$ cat src/rtl/core_pkg.sv
// Shared core definitions: funct3 size/sign codes, memory-stage FSM states
// and UART register offsets.
package core_pkg;

    localparam logic [2:0] F3_B  = 3'b000;
    localparam logic [2:0] F3_H  = 3'b001;
    localparam logic [2:0] F3_W  = 3'b010;
    localparam logic [2:0] F3_BU = 3'b100;
    localparam logic [2:0] F3_HU = 3'b101;

    localparam logic [31:0] UART_DATA_OFS = 32'h0000_0000;
    localparam logic [31:0] UART_STAT_OFS = 32'h0000_0004;

    typedef enum logic [2:0] {
        S_IDLE,
        S_BRAM_RD,
        S_BRAM_WR,
        S_TX_WAIT,
        S_RX_WAIT,
        S_RESP
    } mem_state_t;

    typedef enum logic [1:0] {
        SZ_B,
        SZ_H,
        SZ_W
    } acc_size_t;

    // Unknown encodings fall back to word access.
    function automatic acc_size_t f3_size(input logic [2:0] f3);
        case (f3)
            F3_B, F3_BU: return SZ_B;
            F3_H, F3_HU: return SZ_H;
            default:     return SZ_W;
        endcase
    endfunction

endpackage

$ cat src/rtl/load_store_align.sv
// Combinational byte-enable generation, store lane replication and
// load extraction/extension for byte/half/word accesses.
module load_store_align
    import core_pkg::*;
(
    input  logic [2:0]  i_funct3,
    input  logic [1:0]  i_offset,
    input  logic [31:0] i_wdata,
    input  logic [31:0] i_rword,
    output logic [3:0]  o_be,
    output logic [31:0] o_wdata,
    output logic [31:0] o_rdata
);

    logic [7:0]  w_byte;
    logic [15:0] w_half;

    always_comb begin
        case (i_offset)
            2'd0:    w_byte = i_rword[7:0];
            2'd1:    w_byte = i_rword[15:8];
            2'd2:    w_byte = i_rword[23:16];
            default: w_byte = i_rword[31:24];
        endcase
        w_half = i_offset[1] ? i_rword[31:16] : i_rword[15:0];
    end

    always_comb begin
        o_be    = 4'b1111;
        o_wdata = i_wdata;
        o_rdata = i_rword;
        case (f3_size(i_funct3))
            SZ_B: begin
                o_be    = 4'b0001 << i_offset;
                o_wdata = {4{i_wdata[7:0]}};
                o_rdata = (i_funct3 == F3_BU) ? {24'b0, w_byte} : {{24{w_byte[7]}}, w_byte};
            end
            SZ_H: begin
                o_be    = 4'b0011 << {i_offset[1], 1'b0};
                o_wdata = {2{i_wdata[15:0]}};
                o_rdata = (i_funct3 == F3_HU) ? {16'b0, w_half} : {{16{w_half[15]}}, w_half};
            end
            default: ;
        endcase
    end

endmodule

$ cat src/rtl/mem_access_unit.sv
// Memory access stage: one load/store/fetch per transaction against BRAM or
// the memory-mapped UART. Define MEM_MISALIGN_TRAP_EN to trap misaligned accesses.
module mem_access_unit
    import core_pkg::*;
#(
    parameter int unsigned  BRAM_AW   = 15,
    parameter int unsigned  RD_LAT    = 2,
    parameter logic [31:0]  UART_BASE = 32'hFFFF_0000
) (
    input  logic               clk,
    input  logic               rstn,
    input  logic               req,
    input  logic               we,
    input  logic [2:0]         funct3,
    input  logic [31:0]        addr,
    input  logic [31:0]        wdata,
    output logic [31:0]        rdata,
    output logic               done,
    output logic               busy,
    output logic               err,
    output logic               bram_en,
    output logic [3:0]         bram_we,
    output logic [BRAM_AW-1:0] bram_addr,
    output logic [31:0]        bram_wdata,
    input  logic [31:0]        bram_rdata,
    output logic               tx_valid,
    output logic [7:0]         tx_data,
    input  logic               tx_ready,
    input  logic               rx_valid,
    input  logic [7:0]         rx_data,
    output logic               rx_ready
);

    localparam logic [31:0] DATA_ADDR = UART_BASE + UART_DATA_OFS;
    localparam logic [31:0] STAT_ADDR = UART_BASE + UART_STAT_OFS;
    localparam logic [2:0]  LAT       = 3'(RD_LAT);

    mem_state_t           r_state, w_next;
    logic [BRAM_AW+1:0]   r_addr;
    logic [31:0]          r_wdata, r_rdata;
    logic [2:0]           r_funct3, r_cnt;
    logic [31:0]          w_addr_al, w_rword, w_rext, w_wrep;
    logic [3:0]           w_be;
    logic [1:0]           w_off;
    logic                 w_is_data, w_is_stat, w_is_bram, w_trap;

    // Low address bits below the access size are dropped up front.
    always_comb begin
        case (f3_size(funct3))
            SZ_H:    w_addr_al = {addr[31:1], 1'b0};
            SZ_W:    w_addr_al = {addr[31:2], 2'b00};
            default: w_addr_al = addr;
        endcase
        w_is_data = (w_addr_al[31:2] == DATA_ADDR[31:2]);
        w_is_stat = (w_addr_al[31:2] == STAT_ADDR[31:2]);
        w_is_bram = (w_addr_al[31:BRAM_AW+2] == '0);
    end

`ifdef MEM_MISALIGN_TRAP_EN
    logic r_err;
    assign w_trap = (w_addr_al != addr);
    always_ff @(posedge clk) begin
        if (!rstn)
            r_err <= 1'b0;
        else if (r_state == S_IDLE && req)
            r_err <= w_trap;
    end
    assign err = (r_state == S_RESP) && r_err;
`else
    assign w_trap = 1'b0;
    assign err    = 1'b0;
`endif

    // RX bytes always sit in lane 0 regardless of the byte offset.
    assign w_off   = (r_state == S_RX_WAIT) ? 2'b00 : r_addr[1:0];
    assign w_rword = (r_state == S_RX_WAIT) ? {24'b0, rx_data} : bram_rdata;

    load_store_align u_align (
        .i_funct3 (r_funct3),
        .i_offset (w_off),
        .i_wdata  (r_wdata),
        .i_rword  (w_rword),
        .o_be     (w_be),
        .o_wdata  (w_wrep),
        .o_rdata  (w_rext)
    );

    always_ff @(posedge clk) begin
        if (!rstn)
            r_state <= S_IDLE;
        else
            r_state <= w_next;
    end

    always_comb begin
        w_next = r_state;
        case (r_state)
            S_IDLE: if (req) begin
                if (w_trap)         w_next = S_RESP;
                else if (w_is_data) w_next = we ? S_TX_WAIT : S_RX_WAIT;
                else if (w_is_stat) w_next = S_RESP;
                else if (w_is_bram) w_next = we ? S_BRAM_WR : S_BRAM_RD;
                else                w_next = S_RESP;
            end
            S_BRAM_WR: w_next = S_RESP;
            S_BRAM_RD: if (r_cnt == LAT) w_next = S_RESP;
            S_TX_WAIT: if (tx_ready) w_next = S_RESP;
            S_RX_WAIT: if (rx_valid) w_next = S_RESP;
            default:   w_next = S_IDLE;
        endcase
    end

    always_comb begin
        done     = (r_state == S_RESP);
        busy     = (r_state != S_IDLE);
        tx_valid = (r_state == S_TX_WAIT);
        rx_ready = (r_state == S_RX_WAIT) && rx_valid;
        bram_en  = 1'b0;
        bram_we  = '0;
        case (r_state)
            S_BRAM_WR: begin
                bram_en = 1'b1;
                bram_we = w_be;
            end
            S_BRAM_RD: bram_en = (r_cnt == '0);
            default: ;
        endcase
    end

    always_ff @(posedge clk) begin
        if (!rstn) begin
            r_addr   <= '0;
            r_wdata  <= '0;
            r_funct3 <= '0;
            r_cnt    <= '0;
            r_rdata  <= '0;
        end else begin
            case (r_state)
                S_IDLE: if (req) begin
                    r_addr   <= w_addr_al[BRAM_AW+1:0];
                    r_wdata  <= wdata;
                    r_funct3 <= funct3;
                    r_cnt    <= '0;
                    // Status and unmapped loads resolve immediately.
                    if (!w_trap && !we && !w_is_data) begin
                        if (w_is_stat)       r_rdata <= {30'b0, tx_ready, rx_valid};
                        else if (!w_is_bram) r_rdata <= '0;
                    end
                end
                S_BRAM_RD: begin
                    r_cnt <= r_cnt + 3'd1;
                    if (r_cnt == LAT) r_rdata <= w_rext;
                end
                S_RX_WAIT: if (rx_valid) r_rdata <= w_rext;
                default: ;
            endcase
        end
    end

    assign rdata      = r_rdata;
    assign bram_addr  = r_addr[BRAM_AW+1:2];
    assign bram_wdata = w_wrep;
    assign tx_data    = r_wdata[7:0];

endmodule

$ cat config.mk
export PLATFORM = sky130hd
export DESIGN_NAME = mem_access_unit
export DESIGN_NICKNAME = d
export VERILOG_FILES = /design/src/rtl/core_pkg.sv /design/src/rtl/load_store_align.sv /design/src/rtl/mem_access_unit.sv
export SDC_FILE = /design/constraint.sdc
export NUM_CORES = 1
export LEC_CHECK = 0
export CORE_MARGIN = 2
export CORE_UTILIZATION = 44
export DETAILED_ROUTE_END_ITERATION = 6
export PLACE_DENSITY_LB_ADDON = 0.05
export SYNTH_ARGS = -nofsm -noshare
export SYNTH_HDL_FRONTEND = slang
export SYNTH_SLANG_ARGS = --single-unit
export TNS_END_PERCENT = 10
$ cat constraint.sdc
create_clock -name clk -period 2.5 [get_ports clk]
set_input_delay 0.25 -clock clk [delete_from_list [all_inputs] [get_ports clk]]
set_output_delay 0.25 -clock clk [all_outputs]
set_load 0.005 [all_outputs]
==> flow_summary.ini, run 1 <==
[power_and_ir_drop]
combPwrFrac_pct = 30.2
irDropWorstVdd_mv = 0.375
p_leak_nw = 2.84
power_mw = 4.61
power_frac_seq_pct = 35.9
power.switching_mw = 1.33
switching_share_pct = 29.0
powerDensity_mw_per_mm2 = 610
clock_power_share_pct = 33.9
p_int_mw = 3.27

[floorplan]
initial_core_util_pct = 45.3
core_mm2 = 0.0115
core.rowCount = 39
die_area_mm2 = 0.0127
pin_count = 210
die_w_um = 113
fp.dieH_um = 113

[clock_network]
cts_buffers = 9
clock_path_buffers = 2
clockRootBuffer = clkbuf_16
ctsHoldBuffers = 0
cts_num_sinks = 90
clock_latency_ns = 0.34
ctsHtreeMaxLevel = 3
post_cts_buffers = 0
cts_resized = 0
cts_tree = done
path_clk_slew_ns = 0.07

[cells_and_area]
final_util_pct = 65.5
final_layout_size_suffix_gt1_share_pct = 9.77
mostFrequentLayoutCells = clkdlybuf4s50_1, nand2_1, dfxtp_1, a21oi_1, mux2i_1
area.growth.synth_to_final_pct = 44.7
fin_nets = 950
diodes = 0
ff_latch_area_mm2 = 0.00180
layout_commonest_cell = clkdlybuf4s50_1
final_area_mm2 = 0.00754
multi_input_area_mm2 = 0.00290
fin_cells = 982
fillers = 1022

[placed_design]
port-buffer-count = 208
place_hpwl_um = 11900
post-place-ws_ns = -0.0371
dp.cells = 966
gp_congestion = 0.916
place_area_mm2 = 0.00720

[worst_setup_path]
cp_data_arrival_time_ns = 2.15
cp-start-kind = flip-flop
path_delay_family = buffers and inverters
critical_path.max_stage_delay_ns = 0.56
critPathKind = flip-flop to output port
cp-end-kind = output port
cp.required_ns = 2.25
cp_slowest_cell = or3b_2
worst-path-buf-inv = 2
path_max_fanout = 10
path_cells = buf_4, or3b_2, a21oi_1, clkdlybuf4s50_1
worst-path-stages = 4
rr_worst_depth = 7

[timing]
fin_crit_ns = 2.40
finalCritPeriodShare_pct = 95.8
slew_viol_final = 0
rsz0062_at_grt = no
max_freq_ghz = 0.417
fin_ws_ns = 0.104
hold_viol_final = 0
worst_pin_slew_ns = 1.07
timing.hold.ws_ns = 0.452
relSlewSlack_pct = 28.6
tns_ns = 0
skew_ns = 0.00637
setup_viol = 0

[routing]
drc = 13
via_per_inst = 5.45
wl_per_cell_um = 16.6
first_pass_iters = 7
drtIter0Drc = 312
vias = 5351
antenna_left = 0
drt-total-wl_um = 16300

[job]
max-cap-violations = 0

[outcome]
failed_checks = design-rule violations
status = finished with violations

[synth]
postSynthCellCount = 674
synth_ff_type = dfxtp_1
yosysSeqAreaShare_pct = 34.5
ys_types = 58
async_flop_share_pct = 0
synth_area_mm2 = 0.00522
synth-seq-cells = 90
synth-edff-count = 0
synthesis.nets = 790
ys_warn_count = 0
syn_avg_cell_area_um2 = 7.74

[global_route]
grt_util_met1_pct = 28.4
grt_pass1_wl_um = 25600
met3_usage_pct = 6.75
met2_usage_pct = 43.2
track_usage_pct = 24.8
top_usage_layer = met2
grt_pass1_vias = 5289
gr-total-overflow = 0
grt_max_degree = 59
antenna_found_initial = 0

[min_path]
hold_depth = 3
hold_class = input pin to flip-flop
==> final cells by class <==
class                      instances  area share [%]
sequential                        90            23.9
multi-input combinational        493            38.5
inverter                           8           0.398
timing repair buffer             232            30.3
clock inverter                     7            1.54
tap                              143            2.37
clock buffer                       9            2.99
==> state kept, by name, summed over array words and instances, names as in the netlist <==
signal,cells
r_addr,17
r_wdata,32
r_cnt,3
r_state,3
rdata,32
r_funct3,3
==> power groups by stage <==
stage | Combinational (mW) | Sequential, mW | Clock (mW)
global placement | 1.37 | 1.68 | 0
floorplan | 0.791 | 1.66 | 0
finish | 1.39 | 1.65 | 1.56
detailed placement | 1.39 | 1.68 | 0
CTS | 1.40 | 1.65 | 1.59
global route | 1.51 | 1.67 | 1.65
==> cells by family after synthesis <==
logic type               count (synthesis)  synth area share [%]
adder cells (fa/ha/maj)                  3                 0.720
AND/OR/NAND/NOR                        274                  24.5
other                                    1                0.0719
buffers and inverters                   91                  9.88
multiplexers                            64                  13.1
XOR/XNOR                                 2                 0.336
AO/OA/AOI/OAI                          149                  16.8
flip-flops                              90                  34.5
==> cell usage after synthesis (all sizes together) (2+ instances only) <==
library cell  number  area (um2)
o21bai             2        15.0
nand2            189         709
o311ai             5        43.8
nor2b              3        18.8
o21ai             30         150
a311oi             2        17.5
mux2              25         282
a32oi              3        26.3
nand2b             7        43.8
a21oi             85         437
nand4             14        87.6
dfxtp             90        1800
o32ai              5        43.8
nor2              17        63.8
o32a               2        20.0
mux2i             38         380
nor4               6        52.6
nand3              6        30.0
o211ai             4        30.0
or3b               3        26.3
and2               3        18.8
nand3b             2        15.0
buf               41         328
and3b              2        17.5
or4                5        45.0
inv                8        30.0
nand4b             2        32.5
nor3b              4        40.0
clkbuf            42         158
ha                 3        37.5
a211oi             3        22.5
nor3               7        40.0
==> metal layers <==
layer,share of wire [%],vias up
met5,0,-
met4,3.2,0
li1,-,2622
met1,40,2491
met3,7.9,35
met2,49,203
==> worst register-to-register path: cells and delay by family (launching register included) <==
kind	cells	cell delay (ns)
flip-flops	1	0.35
AO/OA/AOI/OAI	2	0.33
buffers and inverters	2	0.38
multiplexers	1	0.18
AND/OR/NAND/NOR	2	0.81
==> path summary, 6_finish.rpt <==
kind | to | from | slack (ns)
worst max-delay path | bram_we[2] | r_state[0] | 0.10
worst min-delay path | r_wdata[17] | wdata[17] | 0.45
worst max register to register | rdata[19] | r_state[1] | 0.34
worst min register to register | r_wdata[25] | r_wdata[25] | 0.46
(Power assumes the default switching activity.)
==> inputs of run 2 (changes only) <==
--- a/config.mk
+++ b/config.mk
@@ -8,7 +8,7 @@
 export CORE_MARGIN = 2
 export CORE_UTILIZATION = 44
 export DETAILED_ROUTE_END_ITERATION = 6
-export PLACE_DENSITY_LB_ADDON = 0.05
+export PLACE_DENSITY = 0.81
 export SYNTH_ARGS = -nofsm -noshare
 export SYNTH_HDL_FRONTEND = slang
 export SYNTH_SLANG_ARGS = --single-unit
==> flow_summary.ini, run 2 (same netlist as run 1, synthesis figures left out) <==
[outcome]
status = finished with violations
failed_checks = design-rule violations

[timing]
max_freq_ghz = 0.413
slew_viol_final = 0
relSlewSlack_pct = 27.0
rsz0062_at_grt = no
finalCritPeriodShare_pct = 96.8
fin_crit_ns = 2.42
worst_pin_slew_ns = 1.09
setup_viol = 0
tns_ns = 0
skew_ns = 0.00680
hold_viol_final = 0

[global_route]
track_usage_pct = 25.6
gr-total-overflow = 0
grt_max_degree = 59
antenna_found_initial = 0
grt_pass1_vias = 5497
grt_pass1_wl_um = 26500

[cells_and_area]
area.growth.synth_to_final_pct = 43.3
fin_nets = 951
diodes = 0
mostFrequentLayoutCells = clkdlybuf4s50_1, nand2_1, dfxtp_1, a21oi_1, mux2i_1
final_layout_size_suffix_gt1_share_pct = 9.77
fillers = 988
layout_commonest_cell = clkdlybuf4s50_1

[worst_setup_path]
critPathKind = flip-flop to output port
reg2reg_setup_slack_ns = 0.32
cp-end-kind = output port
cp-start-kind = flip-flop
cp_data_arrival_time_ns = 2.17
path_cells = buf_4, or3b_2, a21oi_1, clkdlybuf4s50_1
path_delay_family = buffers and inverters
timing.rr.end = rdata[22]
cp_slowest_cell = or3b_2
rr_worst_depth = 7
critical_path.max_stage_delay_ns = 0.55
worst-path-buf-inv = 2
path_max_fanout = 13
cp.required_ns = 2.25
rr_startpoint = r_state[1]

[clock_network]
path_clk_slew_ns = 0.06
clock_latency_ns = 0.35
cts_num_sinks = 90
clock_path_buffers = 2
clockRootBuffer = clkbuf_16
cts_tree = done
cts_buffers = 9
ctsHtreeMaxLevel = 3

[placed_design]
port-buffer-count = 208
place_hpwl_um = 12400
gp_congestion = 0.858

[power_and_ir_drop]
irDropWorstVdd_mv = 0.419
power_mw = 4.29
powerDensity_mw_per_mm2 = 574
p_leak_nw = 2.81

[routing]
first_pass_iters = 7
drt-total-wl_um = 16500
wl_per_cell_um = 16.8
vias = 5365
antenna_left = 0
via_per_inst = 5.46
drc = 15
drtIter0Drc = 279

[floorplan]
core.rowCount = 39
core_mm2 = 0.0115
fp.dieH_um = 113
initial_core_util_pct = 45.3
pin_count = 210
die_w_um = 113
die_area_mm2 = 0.0127

[min_path]
hold_depth = 3
hold_end = r_wdata[17]
hold_class = input pin to flip-flop
hp-start = wdata[17]

[job]
max-cap-violations = 0
[run 2: changes by cell type in the layout (fill, tap and decap cells not counted)]
cell,previous run,this run
dfxtp_2,1,2
clkinvlp_4,1,0
bufinv_16,3,0
clkinv_4,0,2
clkbuf_1,0,1
clkinv_2,2,3
dfxtp_1,89,88
inv_6,1,0
buf_4,22,23
[run 2: how the worst max path moves through the flow]
stage,startpoint,endpoint,slack (ns),depth (start not counted)
final,r_state[2],bram_we[2],0.08,4
after global routing,r_state[0],bram_we[2],0.06,5
after CTS,r_state[0],bram_we[2],0.04,5
after detailed placement,addr[8],rdata[5],0.003,7
after global placement,addr[8],rdata[19],0.05,7
after floorplan,addr[8],rdata[10],0.56,6
[run 2: report_power, final]
part	switching (mW)	internal [mW]	total, mW
clock	0.574	0.667	1.24
combinational	0.652	0.733	1.39
sequential	0.0976	1.57	1.66
total	1.32	2.97	4.29
[run 2: metrics by stage]
stage	area (um2)	hold WS (ns)	util, %	instances	setup slack, ns
3_5_place_dp	7210	0.446	62.6	967	0.00257
5_1_grt	7470	0.457	64.9	982	0.0624
3_3_place_gp	7210	0.438	62.6	967	0.0511
6_report	7470	0.446	64.9	982	0.0811
2_1_floorplan	5220	0.386	-	674	0.555
4_1_cts	7470	0.439	64.9	982	0.0405
[run 2: cell type report]
cell class              count  area (um2)  share of cell area (%)
clock buffers              10         229                    3.06
clock inverters             5        32.5                   0.435
inverters                   8        30.0                   0.402
multi-input cells         493        2900                    38.9
flip-flops and latches     90        1800                    24.1
well taps                 143         179                    2.39
repair buffers            233        2290                    30.7
[run 2: timing repair]
item / CTS / global route
endpoints found under the hold margin: 0 / 0
buffers inserted: 0 / 0
gates resized for setup: 1 / 1
hold buffers: 0 / 0
setup endpoints to repair: 1 / 2
[run 2: metal layers]
| metal | vias up | GRT usage, % | wire [um] |
|---|---|---|---|
| li1 | 2628 | - | - |
| met1 | 2499 | 30.2 | 6710 |
| met2 | 210 | 44.2 | 8010 |
| met3 | 28 | 7.55 | 1440 |
| met4 | 0 | 9.51 | 367 |
| met5 | - | 0 | 0 |
[run 2: worst min-delay path, cell delays in order]
cell             delay, ns
clkdlybuf4s50_1       0.39
nand2_1               0.05
a21oi_1               0.05
==> inputs of run 3 (changes only) <==
--- a/config.mk
+++ b/config.mk
@@ -7,6 +7,7 @@
 export LEC_CHECK = 0
 export CORE_MARGIN = 2
 export CORE_UTILIZATION = 44
+export CTS_BUF_LIST = sky130_fd_sc_hd__clkbuf_4 sky130_fd_sc_hd__clkbuf_8 sky130_fd_sc_hd__clkbuf_16
 export DETAILED_ROUTE_END_ITERATION = 6
 export PLACE_DENSITY = 0.81
 export SYNTH_ARGS = -nofsm -noshare
==> flow_summary.ini, run 3 (same netlist as run 1, synthesis figures left out) <==
[placed_design]
place_hpwl_um = 12400
port-buffer-count = 208
dp.cells = 967
gp_congestion = 0.858

[clock_network]
cts_tree = done
ctsHtreeMaxLevel = 3
cts_buffers = 9
cts_num_sinks = 90
clock_path_buffers = 2
clockRootBuffer = clkbuf_16
post_cts_buffers = 0
ctsHoldBuffers = 0
path_clk_slew_ns = 0.06
clock_latency_ns = 0.35

[floorplan]
die_area_mm2 = 0.0127
core.rowCount = 39
pin_count = 210
die_w_um = 113
fp.dieH_um = 113
core_mm2 = 0.0115
initial_core_util_pct = 45.3

[power_and_ir_drop]
power_mw = 4.30
p_leak_nw = 2.82
irDropWorstVdd_mv = 0.419
powerDensity_mw_per_mm2 = 575

[routing]
antenna_left = 0
first_pass_iters = 7
wl_per_cell_um = 16.8
drc = 15
drt-total-wl_um = 16500
drtIter0Drc = 258
via_per_inst = 5.48
vias = 5378

[cells_and_area]
fin_nets = 951
layout_commonest_cell = clkdlybuf4s50_1
mostFrequentLayoutCells = clkdlybuf4s50_1, nand2_1, dfxtp_1, a21oi_1, mux2i_1
final_layout_size_suffix_gt1_share_pct = 9.89
diodes = 0
area.growth.synth_to_final_pct = 43.4
fin_cells = 982

[worst_setup_path]
reg2reg_setup_slack_ns = 0.30
cp-end-kind = output port
cp_data_arrival_time_ns = 2.17
crit_start = r_state[2]
cp.required_ns = 2.25
timing.rr.end = rdata[22]
rr_startpoint = r_state[1]
cp-start-kind = flip-flop
rr_worst_depth = 7
path_max_fanout = 13
critPathKind = flip-flop to output port

[timing]
max_freq_ghz = 0.413
fin_crit_ns = 2.42
skew_ns = 0.00657
hold_viol_final = 0
rsz0062_at_grt = no
finalCritPeriodShare_pct = 96.8
tns_ns = 0
timing.hold.ws_ns = 0.446
relSlewSlack_pct = 27.5
setup_viol = 0
slew_viol_final = 0
worst_pin_slew_ns = 1.08

[global_route]
grt_max_degree = 59
grt_pass1_wl_um = 26500
top_usage_layer = met2
antenna_found_initial = 0
gr-total-overflow = 0
grt_util_met1_pct = 30.2
grt_pass1_vias = 5500
track_usage_pct = 25.6
met3_usage_pct = 7.45
met2_usage_pct = 44.1

[min_path]
hold_depth = 3
hp-start = wdata[17]
hold_end = r_wdata[17]
hold_class = input pin to flip-flop

[job]
max-cap-violations = 0

[outcome]
failed_checks = design-rule violations
status = finished with violations
[run 3: cell counts in the layout (fill, tap and decap cells not counted)]
No cell type changed its count.
[run 3: how the worst max path moves through the flow]
stage | depth (start not counted) | slack [ns] | end
2_1_floorplan | 6 | 0.56 | rdata[10]
3_3_place_gp | 7 | 0.05 | rdata[19]
3_5_place_dp | 7 | 0.003 | rdata[5]
4_1_cts | 5 | 0.04 | bram_we[2]
5_1_grt | 5 | 0.06 | bram_we[2]
6_report | 4 | 0.08 | bram_we[2]
[run 3: through the flow]
step / util, % / setup slack, ns / instance area, um2
after floorplan: - / 0.555 / 5220
after global placement: 62.6 / 0.0511 / 7210
after detailed placement: 62.6 / 0.00257 / 7210
after CTS: 64.9 / 0.0405 / 7470
after global routing: 64.9 / 0.0624 / 7480
final: 64.9 / 0.0791 / 7480
[run 3: area by class of cell]
| class | count | area [um2] |
|---|---|---|
| clock buffer | 10 | 233 |
| clock inverter | 5 | 32.5 |
| fill | 986 | 4040 |
| inverter | 8 | 30.0 |
| multi-input combinational | 493 | 2900 |
| sequential | 90 | 1800 |
| tap | 143 | 179 |
| timing repair buffer | 233 | 2290 |
[run 3: repair_timing]
item,CTS,global route
resized for setup,1,1
pin swaps,0,0
endpoints found under the setup margin,1,2
gates cloned,0,0
[run 3: worst max-delay path: stages, from the launching register on]
cell	delay, ns
dfxtp_1	0.30
buf_4	0.17
or3b_2	0.55
a21oi_1	0.25
clkdlybuf4s50_1	0.55
[run 3: metal layers]
layer	part of all wire, %	wire (um)
met5	0	0
met4	2.3	382
met3	8.2	1360
met2	49	8040
met1	41	6750
[run 3: power by group]
group,switching [mW],leakage [nW],internal (mW)
Clock,0.575,0.135,0.678
Sequential,0.0972,0.735,1.57
Combinational,0.653,1.95,0.733
